==> config.mk <==
export PLATFORM = sky130hd
export DESIGN_NAME = wishbone_mem_interconnect_n
export DESIGN_NICKNAME = d
export VERILOG_FILES = /design/src/rtl/wishbone_mem_interconnect_n.sv
export SDC_FILE = /design/constraint.sdc
export NUM_CORES = 1
export LEC_CHECK = 0
export BUFFER_PORTS_ARGS = -buffer_cell sky130_fd_sc_hd__buf_4
export CORE_AREA = 2 2 123 125
export DETAILED_ROUTE_END_ITERATION = 16
export DIE_AREA = 0 0 125 127
export HOLD_SLACK_MARGIN = 0.08
export PLACE_DENSITY = 0.75
export SYNTH_ARGS = -nofsm -noshare
export SYNTH_HDL_FRONTEND = slang
export SYNTH_SLANG_ARGS = --single-unit
==> constraint.sdc <==
create_clock -name clk -period 1.5 [get_ports clk]
set_input_delay 0.375 -clock clk [delete_from_list [all_inputs] [get_ports clk]]
set_output_delay 0.375 -clock clk [all_outputs]
set_load 0.05 [all_outputs]
==> src/rtl/wishbone_mem_interconnect_n.sv <==
// Single-master to N-slave Wishbone memory interconnect.
// Decodes the master address against per-slave base/mask pairs, forwards a
// base-relative request to the lowest-index matching slave, and returns one
// registered ack or bus-error pulse per transaction. Unmapped addresses and
// slaves that never ack both produce a bus error. Slave interrupts are ORed
// and registered.
module wishbone_mem_interconnect_n #(
  parameter int NUM_SLAVES = 4,
  parameter int ADDR_WIDTH = 32,
  parameter int DATA_WIDTH = 32,
  parameter logic [NUM_SLAVES*ADDR_WIDTH-1:0] SLAVE_BASE = {NUM_SLAVES*ADDR_WIDTH{1'b0}},
  parameter logic [NUM_SLAVES*ADDR_WIDTH-1:0] SLAVE_MASK = {NUM_SLAVES*ADDR_WIDTH{1'b0}},
  parameter int TIMEOUT    = 255
) (
  input  logic                             clk,
  input  logic                             rst,
  input  logic                             m_we_i,
  input  logic                             m_cyc_i,
  input  logic                             m_stb_i,
  input  logic [DATA_WIDTH/8-1:0]          m_sel_i,
  input  logic [ADDR_WIDTH-1:0]            m_adr_i,
  input  logic [DATA_WIDTH-1:0]            m_dat_i,
  output logic [DATA_WIDTH-1:0]            m_dat_o,
  output logic                             m_ack_o,
  output logic                             m_err_o,
  output logic                             m_int_o,
  output logic                             s_we_o,
  output logic [NUM_SLAVES-1:0]            s_cyc_o,
  output logic [NUM_SLAVES-1:0]            s_stb_o,
  output logic [DATA_WIDTH/8-1:0]          s_sel_o,
  output logic [ADDR_WIDTH-1:0]            s_adr_o,
  output logic [DATA_WIDTH-1:0]            s_dat_o,
  input  logic [NUM_SLAVES*DATA_WIDTH-1:0] s_dat_i,
  input  logic [NUM_SLAVES-1:0]            s_ack_i,
  input  logic [NUM_SLAVES-1:0]            s_int_i
);

  localparam int SEL_W = DATA_WIDTH / 8;
  localparam int IDX_W = (NUM_SLAVES > 1) ? $clog2(NUM_SLAVES) : 1;
  localparam int CNT_W = $clog2(TIMEOUT + 1);

  typedef enum logic [1:0] {
    IDLE   = 2'd0,
    ACTIVE = 2'd1,
    ERROR  = 2'd2,
    RESP   = 2'd3
  } state_t;

  state_t                  state_q;
  logic [IDX_W-1:0]        idx_q;
  logic [CNT_W-1:0]        cnt_q;
  logic                    s_we_q;
  logic [SEL_W-1:0]        s_sel_q;
  logic [ADDR_WIDTH-1:0]   s_adr_q;
  logic [DATA_WIDTH-1:0]   s_dat_q;
  logic [NUM_SLAVES-1:0]   s_cyc_q;
  logic [NUM_SLAVES-1:0]   s_stb_q;
  logic [DATA_WIDTH-1:0]   m_dat_q;
  logic                    m_ack_q;
  logic                    m_err_q;
  logic                    m_int_q;
  logic                    m_int_d;

  logic                    hit;
  logic [IDX_W-1:0]        hit_idx;
  logic [ADDR_WIDTH-1:0]   hit_base;
  logic [NUM_SLAVES-1:0]   hit_onehot;
  logic                    sel_ack;
  logic [DATA_WIDTH-1:0]   sel_dat;

  // Address decode: scan from the top so the lowest matching index wins.
  always_comb begin
    hit        = 1'b0;
    hit_idx    = '0;
    hit_base   = '0;
    hit_onehot = '0;
    for (int i = NUM_SLAVES - 1; i >= 0; i--) begin
      if ((m_adr_i & SLAVE_MASK[i*ADDR_WIDTH +: ADDR_WIDTH]) ==
          SLAVE_BASE[i*ADDR_WIDTH +: ADDR_WIDTH]) begin
        hit      = 1'b1;
        hit_idx  = IDX_W'(i);
        hit_base = SLAVE_BASE[i*ADDR_WIDTH +: ADDR_WIDTH];
      end
    end
    hit_onehot[hit_idx] = hit;
  end

  // Only the latched slave's ack and read data are ever looked at.
  always_comb begin
    sel_ack = s_ack_i[idx_q];
    sel_dat = s_dat_i[idx_q*DATA_WIDTH +: DATA_WIDTH];
  end

  // Transaction FSM with all master- and slave-facing outputs registered.
  always_ff @(posedge clk) begin
    if (!rst) begin
      state_q <= IDLE;
      idx_q   <= '0;
      cnt_q   <= '0;
      s_we_q  <= 1'b0;
      s_sel_q <= '0;
      s_adr_q <= '0;
      s_dat_q <= '0;
      s_cyc_q <= '0;
      s_stb_q <= '0;
      m_dat_q <= '0;
      m_ack_q <= 1'b0;
      m_err_q <= 1'b0;
    end else begin
      // Response strobes are single-cycle pulses by default.
      m_ack_q <= 1'b0;
      m_err_q <= 1'b0;
      case (state_q)
        IDLE: begin
          if (m_cyc_i && m_stb_i) begin
            if (hit) begin
              idx_q   <= hit_idx;
              s_we_q  <= m_we_i;
              s_sel_q <= m_sel_i;
              s_dat_q <= m_dat_i;
              s_adr_q <= m_adr_i - hit_base;
              s_cyc_q <= hit_onehot;
              s_stb_q <= hit_onehot;
              cnt_q   <= '0;
              state_q <= ACTIVE;
            end else begin
              // Error pulse lands in the cycle spent in ERROR.
              m_err_q <= 1'b1;
              m_dat_q <= '0;
              state_q <= ERROR;
            end
          end
        end
        ACTIVE: begin
          if (!m_cyc_i) begin
            // Master abandoned the cycle: release the slave silently.
            s_cyc_q <= '0;
            s_stb_q <= '0;
            state_q <= IDLE;
          end else if (sel_ack) begin
            if (!s_we_q) begin
              m_dat_q <= sel_dat;
            end
            m_ack_q <= 1'b1;
            s_cyc_q <= '0;
            s_stb_q <= '0;
            state_q <= RESP;
          end else if (cnt_q == CNT_W'(TIMEOUT - 1)) begin
            m_err_q <= 1'b1;
            m_dat_q <= '0;
            s_cyc_q <= '0;
            s_stb_q <= '0;
            state_q <= RESP;
          end else begin
            cnt_q <= cnt_q + 1'b1;
          end
        end
        ERROR: begin
          state_q <= RESP;
        end
        RESP: begin
          // Hold off a new decode until the master lowers its strobe.
          if (!m_stb_i) begin
            state_q <= IDLE;
          end
        end
        default: begin
          state_q <= IDLE;
        end
      endcase
    end
  end

  // Interrupt aggregate, registered once regardless of FSM state.
  always_comb begin
    m_int_d = |s_int_i;
  end

  // Interrupt register.
  always_ff @(posedge clk) begin
    if (!rst) begin
      m_int_q <= 1'b0;
    end else begin
      m_int_q <= m_int_d;
    end
  end

  assign m_dat_o = m_dat_q;
  assign m_ack_o = m_ack_q;
  assign m_err_o = m_err_q;
  assign m_int_o = m_int_q;
  assign s_we_o  = s_we_q;
  assign s_cyc_o = s_cyc_q;
  assign s_stb_o = s_stb_q;
  assign s_sel_o = s_sel_q;
  assign s_adr_o = s_adr_q;
  assign s_dat_o = s_dat_q;

endmodule

==> flow_summary.html, run 1 <==
<table>
<tr><th>Metric</th><th>Value</th></tr>
<tr><th colspan="2">Timing</th></tr>
<tr><td>Setup ws final</td><td>-44.2 ps</td></tr>
<tr><td>Final count of negative-setup-slack endpoints</td><td>35</td></tr>
<tr><td>Worst hold margin</td><td>176 ps</td></tr>
<tr><td>RSZ-0062 raised after global routing</td><td>yes</td></tr>
<tr><td>Clock Skew</td><td>7.96 ps</td></tr>
<tr><td>Final hold violation count</td><td>0</td></tr>
<tr><td>Final critical-path share of the clock period</td><td>103%</td></tr>
<tr><td>Upper clock frequency limit</td><td>between 600 and 700 MHz</td></tr>
<tr><td>Shortest period the worst path allows</td><td>1540 ps</td></tr>
<tr><td>Final Slew Violations</td><td>0</td></tr>
<tr><th colspan="2">Finish</th></tr>
<tr><td>Final Core Density</td><td>between 40% and 50%</td></tr>
<tr><td>Number of nets in the final layout</td><td>899</td></tr>
<tr><td>Synthesis-to-layout area growth</td><td>66.7%</td></tr>
<tr><td>Number of antenna cells inserted</td><td>0</td></tr>
<tr><td>Fraction of layout instances using a drive strength above 1</td><td>42.9%</td></tr>
<tr><td>Final std cells w/o fill</td><td>883</td></tr>
<tr><th colspan="2">CTS</th></tr>
<tr><td>Hold bufs inserted after CTS</td><td>0</td></tr>
<tr><td>Clock transition at path regs</td><td>50 ps</td></tr>
<tr><td>Source-to-sink clock delay at the later pin of the worst-skew pair</td><td>410 ps</td></tr>
<tr><td>Clock tree sinks</td><td>115</td></tr>
<tr><td>Maximum level of the CTS H-tree</td><td>4</td></tr>
<tr><td>Number of CTS-inserted buffers</td><td>17</td></tr>
<tr><td>Deepest clock path buffer count</td><td>2</td></tr>
<tr><td>CTS root buf</td><td>clkbuf_16</td></tr>
<tr><td>Clock tree from TritonCTS</td><td>built</td></tr>
<tr><th colspan="2">GRT</th></tr>
<tr><td>Sum of overflow across all layers after global routing</td><td>0</td></tr>
<tr><td>Wire length of the first global-routing pass</td><td>19.8 mm</td></tr>
<tr><td>Maximum number of pins on one net before global-route repair</td><td>51</td></tr>
<tr><td>Global-route total usage across every layer</td><td>15.9%</td></tr>
<tr><td>Met2 Usage GRT</td><td>a little over a quarter</td></tr>
<tr><td>Global-route met1 utilization</td><td>17.6%</td></tr>
<tr><td>Busiest layer in global routing</td><td>met2</td></tr>
<tr><td>Met3 layer usage reported by global route</td><td>under 10%</td></tr>
<tr><td>Number of global-route vias before repair</td><td>3840</td></tr>
<tr><td>Antenna violations before repair</td><td>0</td></tr>
<tr><th colspan="2">Yosys</th></tr>
<tr><td>Dominant register cell in the synthesized netlist</td><td>dfxtp_1</td></tr>
<tr><td>Async SR Flop Fraction</td><td>0%</td></tr>
<tr><td>Synth top area cells</td><td>dfxtp_1, nand2_1, a21boi_0, a22o_1, clkbuf_1</td></tr>
<tr><td>Synth Instances</td><td>450</td></tr>
<tr><td>Yosys synthesis warning count</td><td>0</td></tr>
<tr><td>Dominant cell type by area after synthesis</td><td>dfxtp_1</td></tr>
<tr><td>Number of distinct library cells after synthesis</td><td>34</td></tr>
<tr><td>Sequential-to-total area share from yosys stat</td><td>a little under three fifths</td></tr>
<tr><td>Mean instance size in the synthesized netlist</td><td>9.29 um2</td></tr>
<tr><td>Area share of the leading cell type in the synthesized netlist</td><td>55.1%</td></tr>
<tr><td>Number of flops mapped to enable cells by yosys</td><td>0</td></tr>
<tr><td>Number of flip-flops and latches in the synthesized netlist</td><td>115</td></tr>
<tr><td>Combined area of all synthesized cells</td><td>4180 um2</td></tr>
<tr><th colspan="2">Critical path</th></tr>
<tr><td>Worst path required time</td><td>1840 ps</td></tr>
<tr><td>Capturing element type of the critical path</td><td>register</td></tr>
<tr><td>Cells along the critical path</td><td>inv_2, ha_4, nand3_4, buf_6, o211ai_4, buf_6, or4_4, a21oi_2</td></tr>
<tr><td>Type of origin of the critical path</td><td>register</td></tr>
<tr><td>Class of the most critical setup path</td><td>register to register</td></tr>
<tr><td>Most frequent CP cell</td><td>buf_6</td></tr>
<tr><td>Count of buffering cells on the critical path with inverters included</td><td>3</td></tr>
<tr><td>Cell family with the largest share of critical-path delay</td><td>simple AND/OR/NAND/NOR gates</td></tr>
<tr><td>R2R Path Start</td><td>cnt_q[0]</td></tr>
<tr><td>Master of the slowest instance on the critical path</td><td>or4_4</td></tr>
<tr><td>Worst Path Max Fanout</td><td>6</td></tr>
<tr><td>Data arrival time at the worst-slack endpoint</td><td>1880 ps</td></tr>
<tr><td>Worst setup path start</td><td>cnt_q[0]</td></tr>
<tr><td>Worst stage delay on the critical path</td><td>410 ps</td></tr>
<tr><th colspan="2">Drt</th></tr>
<tr><td>Via total after detailed routing</td><td>3988</td></tr>
<tr><td>Detailed-routing iteration count for the pre-antenna-repair pass</td><td>4</td></tr>
<tr><td>Detailed-route vias per instance</td><td>4.52</td></tr>
<tr><td>Remaining antenna violation count after routing</td><td>0</td></tr>
<tr><td>DRC violation count after routing</td><td>0</td></tr>
<tr><td>Wire length per cell after detailed routing</td><td>approximately 14 um</td></tr>
<tr><td>Final routed wirelength across all metal layers</td><td>12.7 mm</td></tr>
<tr><td>Initial DRC Count</td><td>146</td></tr>
<tr><th colspan="2">Power and ir drop</th></tr>
<tr><td>Overall power after layout</td><td>8.36 mW</td></tr>
<tr><td>Leakage</td><td>3.09 nW</td></tr>
<tr><td>Pwr per Cell Area</td><td>1200 nW/um2</td></tr>
<tr><td>Worst voltage drop across the vdd grid</td><td>between 0.0007 and 0.0008 V</td></tr>
<tr><th colspan="2">Die</th></tr>
<tr><td>Chip Height</td><td>127 um</td></tr>
<tr><td>Width of the chip</td><td>approximately 130 um</td></tr>
<tr><td>Total I/O pin count</td><td>approximately 320</td></tr>
<tr><td>Core Region</td><td>14400 um2</td></tr>
<tr><td># rows</td><td>44</td></tr>
<tr><td>Area of the die</td><td>approximately 16000 um2</td></tr>
<tr><td>Initial Util</td><td>29.0%</td></tr>
<tr><th colspan="2">Placed design</th></tr>
<tr><td>GP Congestion</td><td>0.780</td></tr>
<tr><td>Pre-CTS setup slack</td><td>-129 ps</td></tr>
<tr><td>Number of cells in the design after placement</td><td>roughly 850</td></tr>
<tr><td>Detailed placement HPWL</td><td>8.60 mm</td></tr>
<tr><td>Quantity of I/O buffers inserted on ports</td><td>215</td></tr>
<tr><th colspan="2">Flow run</th></tr>
<tr><td>Total of max-cap violations</td><td>0</td></tr>
<tr><th colspan="2">Min path</th></tr>
<tr><td>Launch point of the worst hold path</td><td>s_int_i[2]</td></tr>
<tr><td>Worst hold path type</td><td>input pin to register</td></tr>
<tr><th colspan="2">Status</th></tr>
<tr><td>Outcome</td><td>finished with violations</td></tr>
<tr><td>Failing checks</td><td>negative setup slack</td></tr>
</table>
-- path summary, 6_finish.rpt --
path | end | slack (ps) | depth (start not counted)
max | cnt_q[6] | -40 | 8
min | m_int_o | 180 | 2
max reg2reg | cnt_q[6] | -40 | 8
min reg2reg | s_adr_o[7] | 450 | 2
-- sequential cells by signal (all words and copies together) (netlist names) --
name	count
state_q	2
s_dat_o	32
s_sel_o	4
s_stb_o	1
m_err_o	1
s_we_o	1
m_int_o	1
cnt_q	8
m_dat_o	32
s_adr_o	32
m_ack_o	1
-- layout make-up --
| type | instances | area [um2] |
|---|---|---|
| Clock buffer | 25 | 495 |
| Clock inverter | 5 | 75.1 |
| Fill cell | 1399 | 7450 |
| Inverter | 4 | 15.0 |
| Multi-Input combinational cell | 300 | 1830 |
| Sequential cell | 115 | 2310 |
| Tap cell | 184 | 230 |
| Timing Repair Buffer | 250 | 2020 |
-- routing by layer --
metal / part of all wire (%) / wire length (um) / vias up
met1: 41 / 5170 / 1813
li1: - / - / 1996
met4: 1.4 / 180 / 0
met5: 0 / 0 / -
met3: 8.8 / 1120 / 13
met2: 49 / 6190 / 166
-- power breakdown --
| group | total (mW) | switching (mW) | internal, mW |
|---|---|---|---|
| sequential | 3.22 | 0.0547 | 3.17 |
| combinational | 1.21 | 0.721 | 0.485 |
| clock | 3.93 | 1.34 | 2.59 |
| total | 8.36 | 2.12 | 6.25 |
-- cells by family (layout without fill, tap and decap cells) --
kind of cell	Yosys count	after routing	share of synthesized area, %
xor+xnor	2	2	0.419
buf+inv	40	284	4.73
compound gates	124	124	22.9
flops	115	115	55.1
fa+ha+maj	2	2	0.599
simple gates	166	166	16.2
other cells	1	6	0.0897
-- metrics by stage --
step | setup TNS, ps | area (um2)
floorplan | 0 | 4210
global placement | -3290 | 6190
detailed placement | -4000 | 6190
CTS | -962 | 6910
global route | -2610 | 6970
finish | -616 | 6970
-- cells in the mapped netlist, types with 4 or more instances --
| master | number |
|---|---|
| a21boi_0 | 71 |
| a21oi_1 | 4 |
| a22o_1 | 32 |
| buf_2 | 11 |
| buf_4 | 7 |
| clkbuf_1 | 17 |
| dfxtp_1 | 115 |
| inv_1 | 4 |
| nand2_1 | 144 |
| nand3_1 | 4 |
| nor2_1 | 4 |
| o21ai_0 | 5 |
| o31ai_1 | 4 |
| or4_1 | 4 |
-- cell usage in the layout, fill, tap and decap left out, drive strengths merged, types with 2 or more instances in the layout --
| master | synthesis | routed |
|---|---|---|
| nand4 | 2 | 2 |
| or4 | 4 | 4 |
| a21boi | 73 | 73 |
| clkbuf | 17 | 27 |
| nand2b | 2 | 2 |
| or3 | 2 | 2 |
| conb | 1 | 6 |
| nor2 | 4 | 4 |
| a21oi | 4 | 4 |
| inv | 4 | 4 |
| nand2 | 144 | 144 |
| bufinv | 0 | 2 |
| clkinv | 0 | 3 |
| nand3 | 4 | 4 |
| o211ai | 2 | 2 |
| o31ai | 4 | 4 |
| ha | 2 | 2 |
| a22o | 32 | 32 |
| o21ai | 5 | 5 |
| buf | 19 | 248 |
| dfxtp | 115 | 115 |
-- repair_timing --
| action | 4_1_cts | 5_1_grt |
|---|---|---|
| pin swaps | 4 | 8 |
| hold endpoints to repair | 0 | 0 |
| endpoints found under the setup margin | 40 | 72 |
| gates cloned | 2 | 0 |
| buffers inserted | 3 | 0 |
| resized for setup | 16 | 21 |
(Power assumes the default switching activity.)
==> run 2: changes to the inputs <==
- CELL_PAD_IN_SITES_DETAIL_PLACEMENT: default -> 1
- CELL_PAD_IN_SITES_GLOBAL_PLACEMENT: default -> 1
- CORE_AREA: 2 2 123 125 -> default
- CORE_UTILIZATION: default -> 24
- DIE_AREA: 0 0 125 127 -> default
- PLACE_DENSITY: 0.75 -> 0.86
==> run 2 against run 1 <==
Net effect:
- sequential share of layout area fell by 0.48 points
- wire length is 16% higher
- clock power grew 14%
- via count rose by 5.2%
- the run now ends clean
- critical path type unchanged
- critical path depth down 3
==> flow_summary.html, run 2 (synthesis gave the netlist of run 1 again) <==
<table>
<tr><th>Metric</th><th>Value</th></tr>
<tr><th colspan="2">Timing</th></tr>
<tr><td>RSZ-0062 raised after global routing</td><td>yes</td></tr>
<tr><td>Upper clock frequency limit</td><td>668 MHz (+3.2%)</td></tr>
<tr><td>Worst hold margin</td><td>180 ps (+4.05 ps)</td></tr>
<tr><td>Final count of negative-setup-slack endpoints</td><td>0 (-100%)</td></tr>
<tr><td>Final Slew Violations</td><td>0 (unchanged)</td></tr>
<tr><td>Setup ws final</td><td>3.49 ps (+47.7 ps)</td></tr>
<tr><td>Final critical-path share of the clock period</td><td>99.8% (-3.2 points)</td></tr>
<tr><td>Shortest period the worst path allows</td><td>1500 ps (-47.7 ps)</td></tr>
<tr><td>Clock Skew</td><td>7.66 ps (-0.297 ps)</td></tr>
<tr><td>Final hold violation count</td><td>0 (unchanged)</td></tr>
<tr><th colspan="2">Placed design</th></tr>
<tr><td>Placed inst area</td><td>6250 um2 (+1.1%)</td></tr>
<tr><td>Detailed placement HPWL</td><td>9.73 mm (+13%)</td></tr>
<tr><td>Pre-CTS setup slack</td><td>-598 ps (-469 ps)</td></tr>
<tr><td>GP Congestion</td><td>0.738 (-5.3%)</td></tr>
<tr><td>Quantity of I/O buffers inserted on ports</td><td>215 (unchanged)</td></tr>
<tr><th colspan="2">Critical path</th></tr>
<tr><td>Cells along the critical path</td><td>and3b_2, buf_6, o211ai_4, or4_1, a21oi_2</td></tr>
<tr><td>Register-to-register setup slack</td><td>3 ps (+50 ps)</td></tr>
<tr><td>Number of gates on the worst path with buffers counted</td><td>5 (-3)</td></tr>
<tr><td>Capturing element type of the critical path</td><td>register</td></tr>
<tr><td>Worst path required time</td><td>1850 ps (about the same)</td></tr>
<tr><td>R2R Path Start</td><td>state_q[0]</td></tr>
<tr><td>Count of buffering cells on the critical path with inverters included</td><td>1 (-2)</td></tr>
<tr><td>Critical register-to-register path endpoint</td><td>cnt_q[5]</td></tr>
<tr><td>Cell family with the largest share of critical-path delay</td><td>simple AND/OR/NAND/NOR gates</td></tr>
<tr><td>Worst Path Max Fanout</td><td>5 (-1)</td></tr>
<tr><td>Data arrival time at the worst-slack endpoint</td><td>1840 ps (-40 ps)</td></tr>
<tr><td>Worst stage delay on the critical path</td><td>500 ps (+90 ps)</td></tr>
<tr><td>Type of origin of the critical path</td><td>register</td></tr>
<tr><td>Worst setup path endpoint</td><td>cnt_q[5]</td></tr>
<tr><td>Class of the most critical setup path</td><td>register to register</td></tr>
<tr><td>Master of the slowest instance on the critical path</td><td>or4_1</td></tr>
<tr><td>Register-to-Register Path Depth</td><td>5 (-3)</td></tr>
<tr><td>Worst setup path start</td><td>state_q[0]</td></tr>
<tr><th colspan="2">Status</th></tr>
<tr><td>Outcome</td><td>completed</td></tr>
<tr><th colspan="2">CTS</th></tr>
<tr><td>Clock tree from TritonCTS</td><td>built</td></tr>
<tr><td>Maximum level of the CTS H-tree</td><td>4 (unchanged)</td></tr>
<tr><td>Source-to-sink clock delay at the later pin of the worst-skew pair</td><td>410 ps (about the same)</td></tr>
<tr><td>Deepest clock path buffer count</td><td>2 (unchanged)</td></tr>
<tr><td>Number of CTS-inserted buffers</td><td>17 (unchanged)</td></tr>
<tr><td>Clock tree sinks</td><td>115 (unchanged)</td></tr>
<tr><td>CTS root buf</td><td>clkbuf_16</td></tr>
<tr><td>Clock transition at path regs</td><td>50 ps (about the same)</td></tr>
<tr><th colspan="2">Drt</th></tr>
<tr><td>Initial DRC Count</td><td>151 (+3.4%)</td></tr>
<tr><td>DRC violation count after routing</td><td>0 (unchanged)</td></tr>
<tr><td>Remaining antenna violation count after routing</td><td>0 (unchanged)</td></tr>
<tr><td>Detailed-route vias per instance</td><td>4.53 (+0.25%)</td></tr>
<tr><td>Via total after detailed routing</td><td>4197 (+5.2%)</td></tr>
<tr><td>Detailed-routing iteration count for the pre-antenna-repair pass</td><td>4 (unchanged)</td></tr>
<tr><td>Wire length per cell after detailed routing</td><td>15.8 um (+10%)</td></tr>
<tr><td>Final routed wirelength across all metal layers</td><td>14.6 mm (+16%)</td></tr>
<tr><th colspan="2">Finish</th></tr>
<tr><td>Commonest cells after routing, fill and taps aside</td><td>buf_4, nand2_1, dfxtp_1</td></tr>
<tr><td>Number of antenna cells inserted</td><td>0 (unchanged)</td></tr>
<tr><td>Seq. cell area</td><td>2300 um2 (-0.11%)</td></tr>
<tr><td>Number of nets in the final layout</td><td>906 (+0.78%)</td></tr>
<tr><td>Fill cells</td><td>1964 (+40%)</td></tr>
<tr><td>Fraction of layout instances using a drive strength above 1</td><td>42.7% (-0.20 points)</td></tr>
<tr><td>Leading cell type in the layout, fill and taps excluded</td><td>buf_4</td></tr>
<tr><td>Synthesis-to-layout area growth</td><td>69.0%</td></tr>
<tr><td>Final design area excluding fillers</td><td>7060 um2 (+1.3%)</td></tr>
<tr><td>Multi-input logic area</td><td>1800 um2 (-1.8%)</td></tr>
<tr><th colspan="2">GRT</th></tr>
<tr><td>Antenna violations before repair</td><td>0 (unchanged)</td></tr>
<tr><td>Sum of overflow across all layers after global routing</td><td>0 (unchanged)</td></tr>
<tr><td>Maximum number of pins on one net before global-route repair</td><td>55 (+7.8%)</td></tr>
<tr><td>Global-route total usage across every layer</td><td>15.9% (-0.042 points)</td></tr>
<tr><td>Number of global-route vias before repair</td><td>4347 (+13%)</td></tr>
<tr><td>Wire length of the first global-routing pass</td><td>21.9 mm (+11%)</td></tr>
<tr><th colspan="2">Die</th></tr>
<tr><td>Width of the chip</td><td>134 um (+7.2%)</td></tr>
<tr><td>Chip Height</td><td>134 um (+5.5%)</td></tr>
<tr><td>Area of the die</td><td>17900 um2 (+13%)</td></tr>
<tr><td>Total I/O pin count</td><td>321 (unchanged)</td></tr>
<tr><td># rows</td><td>47 (+6.8%)</td></tr>
<tr><td>Initial Util</td><td>24.9% (-4.1 points)</td></tr>
<tr><td>Core Region</td><td>16800 um2 (+17%)</td></tr>
<tr><th colspan="2">Power and ir drop</th></tr>
<tr><td>Leakage</td><td>3.12 nW (+1.2%)</td></tr>
<tr><td>Worst voltage drop across the vdd grid</td><td>0.000798 V (+5.7%)</td></tr>
<tr><td>Pwr per Cell Area</td><td>1270 nW/um2 (+5.6%)</td></tr>
<tr><th colspan="2">Flow run</th></tr>
<tr><td>Total of max-cap violations</td><td>0 (unchanged)</td></tr>
<tr><th colspan="2">Min path</th></tr>
<tr><td>Worst hold path type</td><td>input pin to register</td></tr>
</table>
run 2: cell count changes in the layout (fill, tap and decap cells not counted), moves of 3 or more:
cell,delta
buf_4,+9
a21boi_0,+3
bufinv_16,+3
clkbuf_1,-3
run 2: layout make-up:
| class | count | area share [%] |
|---|---|---|
| Timing Repair Buffer | 255 | 28.6 |
| Clock inverter | 10 | 2.53 |
| Sequential cell | 115 | 32.6 |
| Tap cell | 220 | 3.90 |
| Multi-Input combinational cell | 302 | 25.4 |
| Inverter | 4 | 0.213 |
| Clock buffer | 21 | 6.66 |
run 2: worst min path at each step:
| stage | from | end | slack, ps | depth (start not counted) |
|---|---|---|---|---|
| after detailed placement | s_adr_o[19] | s_adr_o[19] | 460 | 2 |
| after CTS | s_dat_i[15] | m_dat_o[15] | 150 | 2 |
| after floorplan | s_ack_i[0] | m_err_o | 450 | 1 |
| after global placement | s_dat_o[22] | s_dat_o[22] | 450 | 2 |
| after global routing | s_int_i[2] | m_int_o | 160 | 2 |
| final | s_int_i[2] | m_int_o | 180 | 2 |
run 2: power breakdown:
part | switching [mW] | internal [mW]
clock | 1.42 | 3.06
combinational | 0.743 | 0.497
sequential | 0.0573 | 3.17
run 2: metal layers:
metal	global-route usage (%)	share of wire, %	up-vias
met3	6.46	9.4	25
met4	7.77	2.6	0
met5	0	0	-
li1	-	-	2010
met1	16.1	40	1993
met2	28.0	48	169
run 2: stage by stage:
step | TNS, ps | utilization [%] | power, mW | std cells
6_report | 0 | 42.0 | 8.95 | 927
5_1_grt | -1070 | 42.0 | 9.29 | 927
4_1_cts | 0 | 41.4 | 9.05 | 919
3_5_place_dp | -22760 | 37.2 | 4.49 | 886
3_3_place_gp | -19290 | 37.2 | 4.47 | 886
2_1_floorplan | 0 | - | 3.95 | 455
run 2: repair_timing:
item / in CTS / in global routing
pin swaps: 3 / 1
gates resized for setup: 9 / 6
hold buffers: 0 / 0
cloned: 2 / 2
endpoints found under the setup margin: 39 / 40
setup buffers: 0 / 6
==> run 3: changes to the inputs <==
- CORE_AREA: default -> 2 2 124 126
- CORE_UTILIZATION: 24 -> default
- DIE_AREA: default -> 0 0 126 128
- PLACE_DENSITY: 0.86 -> 0.94
- clock period: 1.5 -> 1.8 ns (I/O delays scaled with it)
==> run 3 against run 2 <==
Net effect:
- clock-buffer cell count decreased by 1
- sequential power decreased by 17%
- sequential share of layout area increased by 1.9 points
- critical endpoint is now cnt_q[7]
- worst setup slack improved by 120 ps
- clock power decreased by 25%
- power decreased by 21%
- design area decreased by 5.6%
- hold slack improved by 71 ps
- combinational power decreased by 22%
- largest power group unchanged
- flip-flop and latch count unchanged
==> flow_summary.html, run 3 (synthesis gave the netlist of run 1 again) <==
<table>
<tr><th>Metric</th><th>Value</th></tr>
<tr><th colspan="2">Status</th></tr>
<tr><td>Outcome</td><td>completed</td></tr>
<tr><th colspan="2">Finish</th></tr>
<tr><td>Final std cells w/o fill</td><td>870 (-6.1%)</td></tr>
<tr><td>Number of antenna cells inserted</td><td>0 (unchanged)</td></tr>
<tr><td>Commonest cells after routing, fill and taps aside</td><td>buf_4, nand2_1, dfxtp_1</td></tr>
<tr><td>Fraction of layout instances using a drive strength above 1</td><td>39.4% (-3.3 points)</td></tr>
<tr><td>Number of nets in the final layout</td><td>880 (-2.9%)</td></tr>
<tr><td>Synthesis-to-layout area growth</td><td>59.6%</td></tr>
<tr><td>Fill cells</td><td>1709 (-13%)</td></tr>
<tr><td>Leading cell type in the layout, fill and taps excluded</td><td>buf_4</td></tr>
<tr><td>Final Core Density</td><td>44.9% (+2.9 points)</td></tr>
<tr><th colspan="2">Die</th></tr>
<tr><td># rows</td><td>45 (-4.3%)</td></tr>
<tr><td>Initial Util</td><td>28.1% (+3.3 points)</td></tr>
<tr><td>Area of the die</td><td>16100 um2 (-10%)</td></tr>
<tr><td>Total I/O pin count</td><td>321 (unchanged)</td></tr>
<tr><td>Width of the chip</td><td>126 um (-6.0%)</td></tr>
<tr><td>Chip Height</td><td>128 um (-4.5%)</td></tr>
<tr><td>Core Region</td><td>14900 um2 (-12%)</td></tr>
<tr><th colspan="2">CTS</th></tr>
<tr><td>Deepest clock path buffer count</td><td>2 (unchanged)</td></tr>
<tr><td>Post-CTS Setup Repair Bufs</td><td>0 (unchanged)</td></tr>
<tr><td>CTS root buf</td><td>clkbuf_16</td></tr>
<tr><td>Clock tree sinks</td><td>115 (unchanged)</td></tr>
<tr><td>Number of CTS-inserted buffers</td><td>17 (unchanged)</td></tr>
<tr><td>Source-to-sink clock delay at the later pin of the worst-skew pair</td><td>410 ps (about the same)</td></tr>
<tr><td>Clock tree from TritonCTS</td><td>built</td></tr>
<tr><td>Maximum level of the CTS H-tree</td><td>4 (unchanged)</td></tr>
<tr><td>Clock transition at path regs</td><td>60 ps (about the same)</td></tr>
<tr><th colspan="2">Critical path</th></tr>
<tr><td>Worst stage delay on the critical path</td><td>490 ps (about the same)</td></tr>
<tr><td>Worst Path Max Fanout</td><td>11 (+6)</td></tr>
<tr><td>Type of origin of the critical path</td><td>register</td></tr>
<tr><td>Master of the slowest instance on the critical path</td><td>or4_1</td></tr>
<tr><td>Cells along the critical path</td><td>inv_1, ha_1, nand3_1, o211ai_4, or4_1, a21oi_1</td></tr>
<tr><td>R2R Path Start</td><td>cnt_q[0]</td></tr>
<tr><td>Worst setup path start</td><td>cnt_q[0]</td></tr>
<tr><td>Capturing element type of the critical path</td><td>register</td></tr>
<tr><td>Class of the most critical setup path</td><td>register to register</td></tr>
<tr><td>Data arrival time at the worst-slack endpoint</td><td>2010 ps (+170 ps)</td></tr>
<tr><td>Worst path required time</td><td>2140 ps (+290 ps)</td></tr>
<tr><th colspan="2">Timing</th></tr>
<tr><td>Max-slew headroom</td><td>51.0%</td></tr>
<tr><td>Final critical-path share of the clock period</td><td>92.9% (-6.8 points)</td></tr>
<tr><td>Worst hold margin</td><td>252 ps (+71.5 ps)</td></tr>
<tr><td>Setup ws final</td><td>127 ps (+124 ps)</td></tr>
<tr><td>Final count of negative-setup-slack endpoints</td><td>0 (unchanged)</td></tr>
<tr><td>Final hold violation count</td><td>0 (unchanged)</td></tr>
<tr><td>RSZ-0062 raised after global routing</td><td>no</td></tr>
<tr><td>Slew at the pin closest to its max-slew limit</td><td>734 ps</td></tr>
<tr><td>Final Slew Violations</td><td>0 (unchanged)</td></tr>
<tr><td>Shortest period the worst path allows</td><td>1670 ps (+176 ps)</td></tr>
<tr><td>Upper clock frequency limit</td><td>598 MHz (-11%)</td></tr>
<tr><td>Clock Skew</td><td>7.82 ps (+0.158 ps)</td></tr>
<tr><th colspan="2">Power and ir drop</th></tr>
<tr><td>Worst voltage drop across the vdd grid</td><td>0.000624 V (-22%)</td></tr>
<tr><td>Leakage</td><td>2.93 nW (-6.1%)</td></tr>
<tr><td>Overall power after layout</td><td>7.04 mW (-21%)</td></tr>
<tr><td>Pwr per Cell Area</td><td>1050 nW/um2 (-17%)</td></tr>
<tr><th colspan="2">Drt</th></tr>
<tr><td>Initial DRC Count</td><td>100 (-34%)</td></tr>
<tr><td>Final routed wirelength across all metal layers</td><td>13.3 mm (-9.3%)</td></tr>
<tr><td>Remaining antenna violation count after routing</td><td>0 (unchanged)</td></tr>
<tr><td>Via total after detailed routing</td><td>4006 (-4.6%)</td></tr>
<tr><td>Detailed-route vias per instance</td><td>4.60 (+1.7%)</td></tr>
<tr><td>Detailed-routing iteration count for the pre-antenna-repair pass</td><td>4 (unchanged)</td></tr>
<tr><td>DRC violation count after routing</td><td>0 (unchanged)</td></tr>
<tr><td>Wire length per cell after detailed routing</td><td>15.2 um (-3.3%)</td></tr>
<tr><th colspan="2">GRT</th></tr>
<tr><td>Sum of overflow across all layers after global routing</td><td>0 (unchanged)</td></tr>
<tr><td>Antenna violations before repair</td><td>0 (unchanged)</td></tr>
<tr><td>Maximum number of pins on one net before global-route repair</td><td>44 (-20%)</td></tr>
<tr><td>Global-route total usage across every layer</td><td>16.4% (+0.56 points)</td></tr>
<tr><td>Wire length of the first global-routing pass</td><td>20.9 mm (-4.5%)</td></tr>
<tr><td>Number of global-route vias before repair</td><td>4145 (-4.6%)</td></tr>
<tr><th colspan="2">Min path</th></tr>
<tr><td>Worst hold path type</td><td>input pin to register</td></tr>
<tr><td>Launch point of the worst hold path</td><td>s_dat_i[30]</td></tr>
<tr><th colspan="2">Placed design</th></tr>
<tr><td>Quantity of I/O buffers inserted on ports</td><td>215 (unchanged)</td></tr>
<tr><td>Pre-CTS setup slack</td><td>-368 ps (+230 ps)</td></tr>
<tr><td>Detailed placement HPWL</td><td>9.24 mm (-5.1%)</td></tr>
<tr><td>GP Congestion</td><td>0.715 (-3.1%)</td></tr>
<tr><td>Number of cells in the design after placement</td><td>838 (-5.4%)</td></tr>
<tr><th colspan="2">Flow run</th></tr>
<tr><td>Total of max-cap violations</td><td>0 (unchanged)</td></tr>
</table>
## run 3: changes by cell type in the layout (fill, tap and decap cells not counted), moves of 2 or more
cell / previous run / this run
bufinv_16: 5 / 2
dfxtp_1: 113 / 115
buf_4: 244 / 226
buf_6: 4 / 0
dfxtp_2: 2 / 0
nand3_1: 2 / 4
clkinvlp_4: 0 / 5
## run 3: what timing repair did
action                                  in CTS  in global routing
gates resized for setup                      1                  1
hold buffers                                 0                  0
gates cloned                                 0                  0
endpoints found under the setup margin      32                  5
## run 3: final timing paths
kind,to,slack [ps],cells after the start
setup / recovery,cnt_q[7],130,6
hold / removal,m_dat_o[30],250,2
setup reg to reg,cnt_q[7],130,6
hold reg to reg,s_dat_o[26],460,2
## run 3: worst max-delay path: cells and delay by family (launching register included)
family	cells	cell delay [ps]
compound gates	2	300
fa+ha+maj	1	210
simple gates	2	660
buf+inv	1	80
flops	1	360
## run 3: area by class of cell
cell class | count | area (um2) | area share, %
inverter | 4 | 15.0 | 0.225
clock buffer | 20 | 467 | 7.00
timing repair buffer | 231 | 1800 | 26.9
clock inverter | 12 | 130 | 1.95
multi-input combinational | 300 | 1720 | 25.8
sequential | 115 | 2300 | 34.5
tap | 188 | 235 | 3.53
## run 3: report_power, final
part / switching (mW) / internal, mW / total [mW]
clock network: 1.24 / 2.14 / 3.38
logic: 0.592 / 0.375 / 0.967
registers: 0.0472 / 2.64 / 2.69
## run 3: stage by stage
step	TNS [ps]	area [um2]
2_1_floorplan	0	4200
5_1_grt	0	6670
4_1_cts	0	6660
6_report	0	6670
3_3_place_gp	-10110	6060
3_5_place_dp	-11400	6060
## run 3: metal layers
metal  vias up  routed length, um  global-route usage (%)
met3        11               1290                    7.55
met4         0                131                    4.98
li1       1950                  -                       -
met5         -                  0                       0
met1      1877               5470                    18.5
met2       168               6380                    27.9
